<file path="src/rtl/lsu_ctrl_if.sv">
// Pipeline and data-memory signals of the load/store controller.
// The master modport is the controller's view; slave is the pipeline/memory side.
interface lsu_ctrl_if;
  logic        i_valid;
  logic        i_load;
  logic        i_store;
  logic [2:0]  i_funct3;
  logic [31:0] i_addr;
  logic [31:0] i_wdata;
  logic        i_flush;
  logic        o_mem_req;
  logic        o_mem_we;
  logic [31:0] o_mem_addr;
  logic [3:0]  o_mem_be;
  logic [31:0] o_mem_wdata;
  logic        i_mem_gnt;
  logic        i_mem_rvalid;
  logic [31:0] i_mem_rdata;
  logic        o_stall;
  logic        o_done;
  logic [31:0] o_rdata;
  logic        o_misalign;
  logic        o_bus_err;

  modport master (
    input  i_valid, i_load, i_store, i_funct3, i_addr, i_wdata, i_flush,
    input  i_mem_gnt, i_mem_rvalid, i_mem_rdata,
    output o_mem_req, o_mem_we, o_mem_addr, o_mem_be, o_mem_wdata,
    output o_stall, o_done, o_rdata, o_misalign, o_bus_err
  );

  modport slave (
    output i_valid, i_load, i_store, i_funct3, i_addr, i_wdata, i_flush,
    output i_mem_gnt, i_mem_rvalid, i_mem_rdata,
    input  o_mem_req, o_mem_we, o_mem_addr, o_mem_be, o_mem_wdata,
    input  o_stall, o_done, o_rdata, o_misalign, o_bus_err
  );
endinterface

</file>
<file path="src/rtl/lsu_ctrl.sv">
// MEM-stage load/store sequencer: drives a req/gnt/rvalid bus, stalls until completion,
// returns extended load data and flags misaligned/illegal accesses and read timeouts.
module lsu_ctrl #(
  parameter int TIMEOUT = 255
) (
  input logic        i_clk,
  input logic        i_rst_n,
  lsu_ctrl_if.master bus
);
  typedef enum logic [1:0] {IDLE, REQ, WAIT, DONE} state_t;

  localparam logic [7:0] TO = TIMEOUT[7:0];

  state_t      state;
  logic [7:0]  cnt;
  logic        drop;
  logic [2:0]  f3_q;
  logic [1:0]  lane_q;

  logic        start, f3_ok, aligned, go, timeout_hit;
  logic [1:0]  size;
  logic [3:0]  be_c;
  logic [31:0] wdata_c, shifted, ext;

  always_comb begin
    size  = bus.i_funct3[1:0];
    start = (state == IDLE) & bus.i_valid & (bus.i_load | bus.i_store) & ~bus.i_flush;
    if (bus.i_store)
      f3_ok = ~bus.i_funct3[2] & (size != 2'b11);
    else
      f3_ok = (bus.i_funct3 != 3'b011) & (bus.i_funct3[2:1] != 2'b11);
    case (size)
      2'b01:   aligned = ~bus.i_addr[0];
      2'b10:   aligned = (bus.i_addr[1:0] == 2'b00);
      default: aligned = 1'b1;
    endcase
    go = start & f3_ok & aligned;

    case (size)
      2'b00: begin
        be_c    = 4'b0001 << bus.i_addr[1:0];
        wdata_c = {4{bus.i_wdata[7:0]}};
      end
      2'b01: begin
        be_c    = bus.i_addr[1] ? 4'b1100 : 4'b0011;
        wdata_c = {2{bus.i_wdata[15:0]}};
      end
      default: begin
        be_c    = 4'b1111;
        wdata_c = bus.i_wdata;
      end
    endcase

    // Lane select happens before extension so every width reads from bit 0.
    shifted = bus.i_mem_rdata >> {lane_q, 3'b000};
    case (f3_q)
      3'b000:  ext = {{24{shifted[7]}}, shifted[7:0]};
      3'b100:  ext = {24'd0, shifted[7:0]};
      3'b001:  ext = {{16{shifted[15]}}, shifted[15:0]};
      3'b101:  ext = {16'd0, shifted[15:0]};
      default: ext = bus.i_mem_rdata;
    endcase

    timeout_hit = (cnt >= TO - 8'd1);
  end

  assign bus.o_mem_req  = (state == REQ);
  assign bus.o_stall    = (state == REQ) | (state == WAIT) | go;
  assign bus.o_misalign = start & ~go;

  always_ff @(posedge i_clk or negedge i_rst_n) begin
    if (!i_rst_n) begin
      state           <= IDLE;
      cnt             <= 8'd0;
      drop            <= 1'b0;
      f3_q            <= 3'd0;
      lane_q          <= 2'd0;
      bus.o_mem_we    <= 1'b0;
      bus.o_mem_addr  <= 32'd0;
      bus.o_mem_be    <= 4'd0;
      bus.o_mem_wdata <= 32'd0;
      bus.o_done      <= 1'b0;
      bus.o_rdata     <= 32'd0;
      bus.o_bus_err   <= 1'b0;
    end else begin
      bus.o_done    <= 1'b0;
      bus.o_bus_err <= 1'b0;
      case (state)
        IDLE: begin
          if (go) begin
            state           <= REQ;
            drop            <= 1'b0;
            f3_q            <= bus.i_funct3;
            lane_q          <= bus.i_addr[1:0];
            bus.o_mem_we    <= bus.i_store;
            bus.o_mem_addr  <= {bus.i_addr[31:2], 2'b00};
            bus.o_mem_be    <= be_c;
            bus.o_mem_wdata <= wdata_c;
          end
        end
        REQ: begin
          if (bus.i_mem_gnt) begin
            if (bus.o_mem_we) begin
              // A granted store is committed; a flush only suppresses the completion pulse.
              if (bus.i_flush) begin
                state <= IDLE;
              end else begin
                state      <= DONE;
                bus.o_done <= 1'b1;
              end
            end else begin
              state <= WAIT;
              cnt   <= 8'd0;
              drop  <= bus.i_flush;
            end
          end else if (bus.i_flush) begin
            state <= IDLE;
          end
        end
        WAIT: begin
          cnt <= (cnt == TO) ? cnt : cnt + 8'd1;
          if (bus.i_flush) drop <= 1'b1;
          if (bus.i_mem_rvalid || timeout_hit) begin
            if (drop || bus.i_flush) begin
              state <= IDLE;
            end else begin
              state         <= DONE;
              bus.o_done    <= 1'b1;
              bus.o_bus_err <= ~bus.i_mem_rvalid;
              bus.o_rdata   <= bus.i_mem_rvalid ? ext : 32'd0;
            end
          end
        end
        default: state <= IDLE;
      endcase
    end
  end
endmodule

</file>
<file path="src/flat_wrapper.sv">
// flat-port wrapper written by rule: the top's interface ports become plain ports
module lsu_ctrl_flat 
#(
  parameter int TIMEOUT = 255
)
  (i_clk, i_rst_n, bus_i_valid, bus_i_load, bus_i_store, bus_i_funct3, bus_i_addr, bus_i_wdata, bus_i_flush, bus_i_mem_gnt, bus_i_mem_rvalid, bus_i_mem_rdata, bus_o_mem_req, bus_o_mem_we, bus_o_mem_addr, bus_o_mem_be, bus_o_mem_wdata, bus_o_stall, bus_o_done, bus_o_rdata, bus_o_misalign, bus_o_bus_err);
  lsu_ctrl_if bus_i ();
  input logic i_clk;
  input logic i_rst_n;
  input wire logic [$bits(bus_i.i_valid)-1:0] bus_i_valid;
  input wire logic [$bits(bus_i.i_load)-1:0] bus_i_load;
  input wire logic [$bits(bus_i.i_store)-1:0] bus_i_store;
  input wire logic [$bits(bus_i.i_funct3)-1:0] bus_i_funct3;
  input wire logic [$bits(bus_i.i_addr)-1:0] bus_i_addr;
  input wire logic [$bits(bus_i.i_wdata)-1:0] bus_i_wdata;
  input wire logic [$bits(bus_i.i_flush)-1:0] bus_i_flush;
  input wire logic [$bits(bus_i.i_mem_gnt)-1:0] bus_i_mem_gnt;
  input wire logic [$bits(bus_i.i_mem_rvalid)-1:0] bus_i_mem_rvalid;
  input wire logic [$bits(bus_i.i_mem_rdata)-1:0] bus_i_mem_rdata;
  output wire logic [$bits(bus_i.o_mem_req)-1:0] bus_o_mem_req;
  output wire logic [$bits(bus_i.o_mem_we)-1:0] bus_o_mem_we;
  output wire logic [$bits(bus_i.o_mem_addr)-1:0] bus_o_mem_addr;
  output wire logic [$bits(bus_i.o_mem_be)-1:0] bus_o_mem_be;
  output wire logic [$bits(bus_i.o_mem_wdata)-1:0] bus_o_mem_wdata;
  output wire logic [$bits(bus_i.o_stall)-1:0] bus_o_stall;
  output wire logic [$bits(bus_i.o_done)-1:0] bus_o_done;
  output wire logic [$bits(bus_i.o_rdata)-1:0] bus_o_rdata;
  output wire logic [$bits(bus_i.o_misalign)-1:0] bus_o_misalign;
  output wire logic [$bits(bus_i.o_bus_err)-1:0] bus_o_bus_err;
  assign bus_i.i_valid = bus_i_valid;
  assign bus_i.i_load = bus_i_load;
  assign bus_i.i_store = bus_i_store;
  assign bus_i.i_funct3 = bus_i_funct3;
  assign bus_i.i_addr = bus_i_addr;
  assign bus_i.i_wdata = bus_i_wdata;
  assign bus_i.i_flush = bus_i_flush;
  assign bus_i.i_mem_gnt = bus_i_mem_gnt;
  assign bus_i.i_mem_rvalid = bus_i_mem_rvalid;
  assign bus_i.i_mem_rdata = bus_i_mem_rdata;
  assign bus_o_mem_req = bus_i.o_mem_req;
  assign bus_o_mem_we = bus_i.o_mem_we;
  assign bus_o_mem_addr = bus_i.o_mem_addr;
  assign bus_o_mem_be = bus_i.o_mem_be;
  assign bus_o_mem_wdata = bus_i.o_mem_wdata;
  assign bus_o_stall = bus_i.o_stall;
  assign bus_o_done = bus_i.o_done;
  assign bus_o_rdata = bus_i.o_rdata;
  assign bus_o_misalign = bus_i.o_misalign;
  assign bus_o_bus_err = bus_i.o_bus_err;
  lsu_ctrl #(.TIMEOUT(TIMEOUT)) u_core (.i_clk(i_clk), .i_rst_n(i_rst_n), .bus(bus_i));
endmodule
</file>
<file path="config.mk">
export PLATFORM = sky130hd
export DESIGN_NAME = lsu_ctrl_flat
export DESIGN_NICKNAME = d
export VERILOG_FILES = /design/src/rtl/lsu_ctrl_if.sv /design/src/rtl/lsu_ctrl.sv /design/src/flat_wrapper.sv
export SDC_FILE = /design/constraint.sdc
export NUM_CORES = 1
export LEC_CHECK = 0
export CAP_MARGIN = 5
export CORE_MARGIN = 4
export CORE_UTILIZATION = 48
export CTS_CLUSTER_DIAMETER = 200
export DETAILED_ROUTE_END_ITERATION = 12
export GPL_TIMING_DRIVEN = 0
export PLACE_DENSITY = 0.87
export RECOVER_POWER = 25
export SYNTH_ARGS = -nofsm -noshare
export SYNTH_HDL_FRONTEND = slang
export SYNTH_SLANG_ARGS = --single-unit
export TNS_END_PERCENT = 5
</file>
<file path="constraint.sdc">
create_clock -name i_clk -period 4.4 [get_ports i_clk]
set_input_delay 1.1 -clock i_clk [delete_from_list [all_inputs] [get_ports i_clk]]
set_output_delay 1.1 -clock i_clk [all_outputs]
set_load 0.005 [all_outputs]
</file>
==> run summary <==
Status = finished with violations
Violated checks = capacitance limit, slew limit
Synth top area share = 53.34%
Sequential area share after synthesis = 53.34%
Die Y = 114.9 um
First drt pass iteration count = 5
Int Pwr = 3.777 mW
Sw frac = 30.47%
H-tree depth = 4
Dominant cell type by area after synthesis = dfrtp_1
Synth unique cells = 52
Post-synthesis register bit count = 117
# hold bufs at CTS = 0
RD Place Congestion = 0.8833
Hold path depth = 2
CP Launch Type = primary input
CTS clock-pin slew for the worst setup and hold paths = 0.05 ns
Area contributors post-synth = dfrtp_1 (53%), mux2_2 (8.8%), a21oi_1 (4.3%), a221o_1 (4.2%), nor2_1 (3.7%)
Setup crit end kind = output pin
CTS Sinks = 117
Layout cell share with drive strength beyond 1 = 12.26%
Fin cells = 882
Fin area = 8374 um^2
P_leak = 3.659 nW
CTS tree = yes
Number of setup buffers added after CTS = 0
FILL cells = 713
Die X = 114.9 um
Antenna violations before repair = 1
Clk_lat worst skew = 0.41 ns
IO buf count = 210
GRT overflow = 0
Fin nets = 847
Dpl hpwl = 13290 um
DR vias/cell = 5.774
Residual DRC = 0
Vias in the first global route = 5441
Share of total power in combinational logic = 40.6%
ANT cells = 0
Hold Crit Class = register to register
Synth Warn # = 0
# rows = 38
Top Ports = 213
Clock share of power = 25.1%
CTS max path bufs = 2
Final Hold Vio Count = 0
Flop2flop setup slack = 1.89 ns
Die ar. = 13210 um^2
Unrepaired setup endpoints after global routing = false
Final Max Tran Viols = 33
Root Driver = clkbuf_16
Relative slew margins = -22.24%
Core area = 11030 um^2
Minimum clock period = 4.128 ns
Antenna-violating nets left = 0
Part of the power in registers = 34.3%
DP Area = 7799 um^2
GRT Total Usage = 27.93%
Synthesized area per cell = 11.00 um^2
Iter 0 DRT Violations = 398
Max-Cap Viols = 1
FFs w/ async S/R, synth = 100.0%
TritonCTS buffer count = 17
Vias = 5093
Worst EP arrival = 3.03 ns
Mapped Cells = 499
Worst-path fanout max = 5
Initial Utilization = 49.76%
Slew @ Worst Pin = 1.834 ns
First-pass GRT wire length = 28590 um
Netlist Area Pre-Place = 5489 um^2
PwrDens = 648.7 nW/um^2
Largest net degree at the start of global routing = 86
Routed wire per std cell = 20.77 um
Post-synth EDFFs = 0
Reg2Reg Depth = 8
Area Growth Syn to Fin = 52.56%
Placed Cells = 851
Drt total wl = 18320 um
Final Core Density = 75.92%
Post-Route Setup TNS = 0 ns
Final setup violation count = 0
WS Path Type = primary input to output pin
Final clock period utilization by the worst path = 93.83%
Most used DFF post-synth = dfrtp_1
Max VDD drop = 0.4640 mV
Net Sw Power = 1.655 mW
Setup Skew = 0.007986 ns
Fmax = 242.2 MHz
Data required time of the worst path = 3.30 ns
[power groups by stage]
stage                     Clock (mW)  Sequential [mW]  Combinational, mW
after floorplan                    0             1.85              0.853
after global placement             0             1.83               2.11
after detailed placement           0             1.86               2.18
after CTS                       1.37             1.86               2.22
after global routing            1.42             1.91               2.38
final                           1.36             1.86               2.21
[logic make-up after synthesis]
kind of cell,synth area share (%)
compound gates,16.59
other cells,0.06832
buf+inv,3.898
xor+xnor,0.6384
simple gates,10.46
mux,12.72
flops,53.34
fa+ha+maj,2.279
[path summary, 6_finish.rpt]
check                                                  to             startpoint
min in group asynchronous           u_core.bus.o_rdata[6]                i_rst_n
worst max register to register   u_core.bus.o_mem_addr[3]        u_core.state[1]
max in group asynchronous       u_core.bus.o_mem_addr[20]                i_rst_n
worst min-delay path                u_core.bus.o_rdata[3]  u_core.bus.o_rdata[3]
worst min register to register      u_core.bus.o_rdata[3]  u_core.bus.o_rdata[3]
worst max-delay path                       bus_o_misalign        bus_i_funct3[1]
[sequential cells by signal, indices dropped and copies added, names as in the netlist]
signal	cells
u_core.bus.o_rdata	32
u_core.f3_q	3
u_core.bus.o_mem_addr	30
u_core.lane_q	2
u_core.bus.o_mem_wdata	32
u_core.drop	1
u_core.state	2
u_core.bus.o_bus_err	1
u_core.cnt	8
u_core.bus.o_done	1
u_core.bus.o_mem_be	4
u_core.bus.o_mem_we	1
[cells in the final DEF (no fill, tap or decap), types with 5 or more instances in the layout]
| cell | count |
|---|---|
| a21oi_1 | 47 |
| a221o_1 | 23 |
| a22oi_1 | 17 |
| a31oi_1 | 12 |
| buf_2 | 12 |
| clkbuf_1 | 25 |
| clkbuf_16 | 17 |
| clkbuf_8 | 5 |
| clkdlybuf4s50_1 | 207 |
| dfrtp_1 | 117 |
| ha_1 | 10 |
| inv_1 | 13 |
| mux2_2 | 43 |
| mux2i_1 | 18 |
| nand2_1 | 34 |
| nand2b_1 | 10 |
| nor2_1 | 54 |
| o21ai_0 | 10 |
| o221ai_1 | 7 |
[metal layers]
layer / track usage [%] / share of wire, %
met5: 0 / 0.071
met4: 10.49 / 2.8
met3: 9.895 / 11
met2: 49.00 / 49
met1: 31.18 / 37
[Yosys cell counts (4+ instances only)]
cell,n
inv_1,13
ha_1,10
a221o_1,23
o21ai_0,10
o221ai_1,7
buf_2,12
mux2i_1,18
clkbuf_1,18
nand4_1,4
dfrtp_1,117
a21oi_1,47
nor2b_1,4
a31oi_1,12
nand2_1,34
nor2_1,54
nand2b_1,10
mux2_2,43
a22oi_1,17
[worst max-delay path, cell delays in order]
cell and delay, ns:
dlygate4sd2_1 0.36, inv_1 0.11, ha_1 0.20, clkbuf_1 0.14, o21bai_1 0.20, a21o_1 0.21
and4_1 0.21, clkdlybuf4s50_1 0.50
[per-stage QoR]
| stage | hold WS, ns | setup slack (ns) | power [mW] |
|---|---|---|---|
| 3_3_place_gp | 0.4543 | -2.173 | 3.933 |
| 4_1_cts | 0.4688 | 0.08474 | 5.452 |
| 2_1_floorplan | 0.4628 | 1.360 | 2.701 |
| 3_5_place_dp | 0.4584 | -0.007878 | 4.043 |
| 6_report | 0.4645 | 0.2717 | 5.432 |
| 5_1_grt | 0.5011 | 0.1717 | 5.718 |
[timing repair]
action | 4_1_cts | 5_1_grt
cloned | 0 | 0
gates resized for setup | 1 | 1
hold endpoints to repair | 0 | 0
setup endpoints to repair | 1 | 1
pin swaps | 0 | 0
[cell type report]
cell class | instances | area (um^2) | share of cell area (%)
Buffer | 36 | 165.2 | 1.972
Multi-Input combinational cell | 334 | 2351 | 28.07
Clock buffer | 28 | 516.7 | 6.171
Timing Repair Buffer | 211 | 2125 | 25.37
Tap cell | 140 | 175.2 | 2.092
Sequential cell | 117 | 2928 | 34.96
Clock inverter | 3 | 65.06 | 0.7769
Inverter | 13 | 48.80 | 0.5827
No activity file was read; power rests on OpenSTA's default activity.
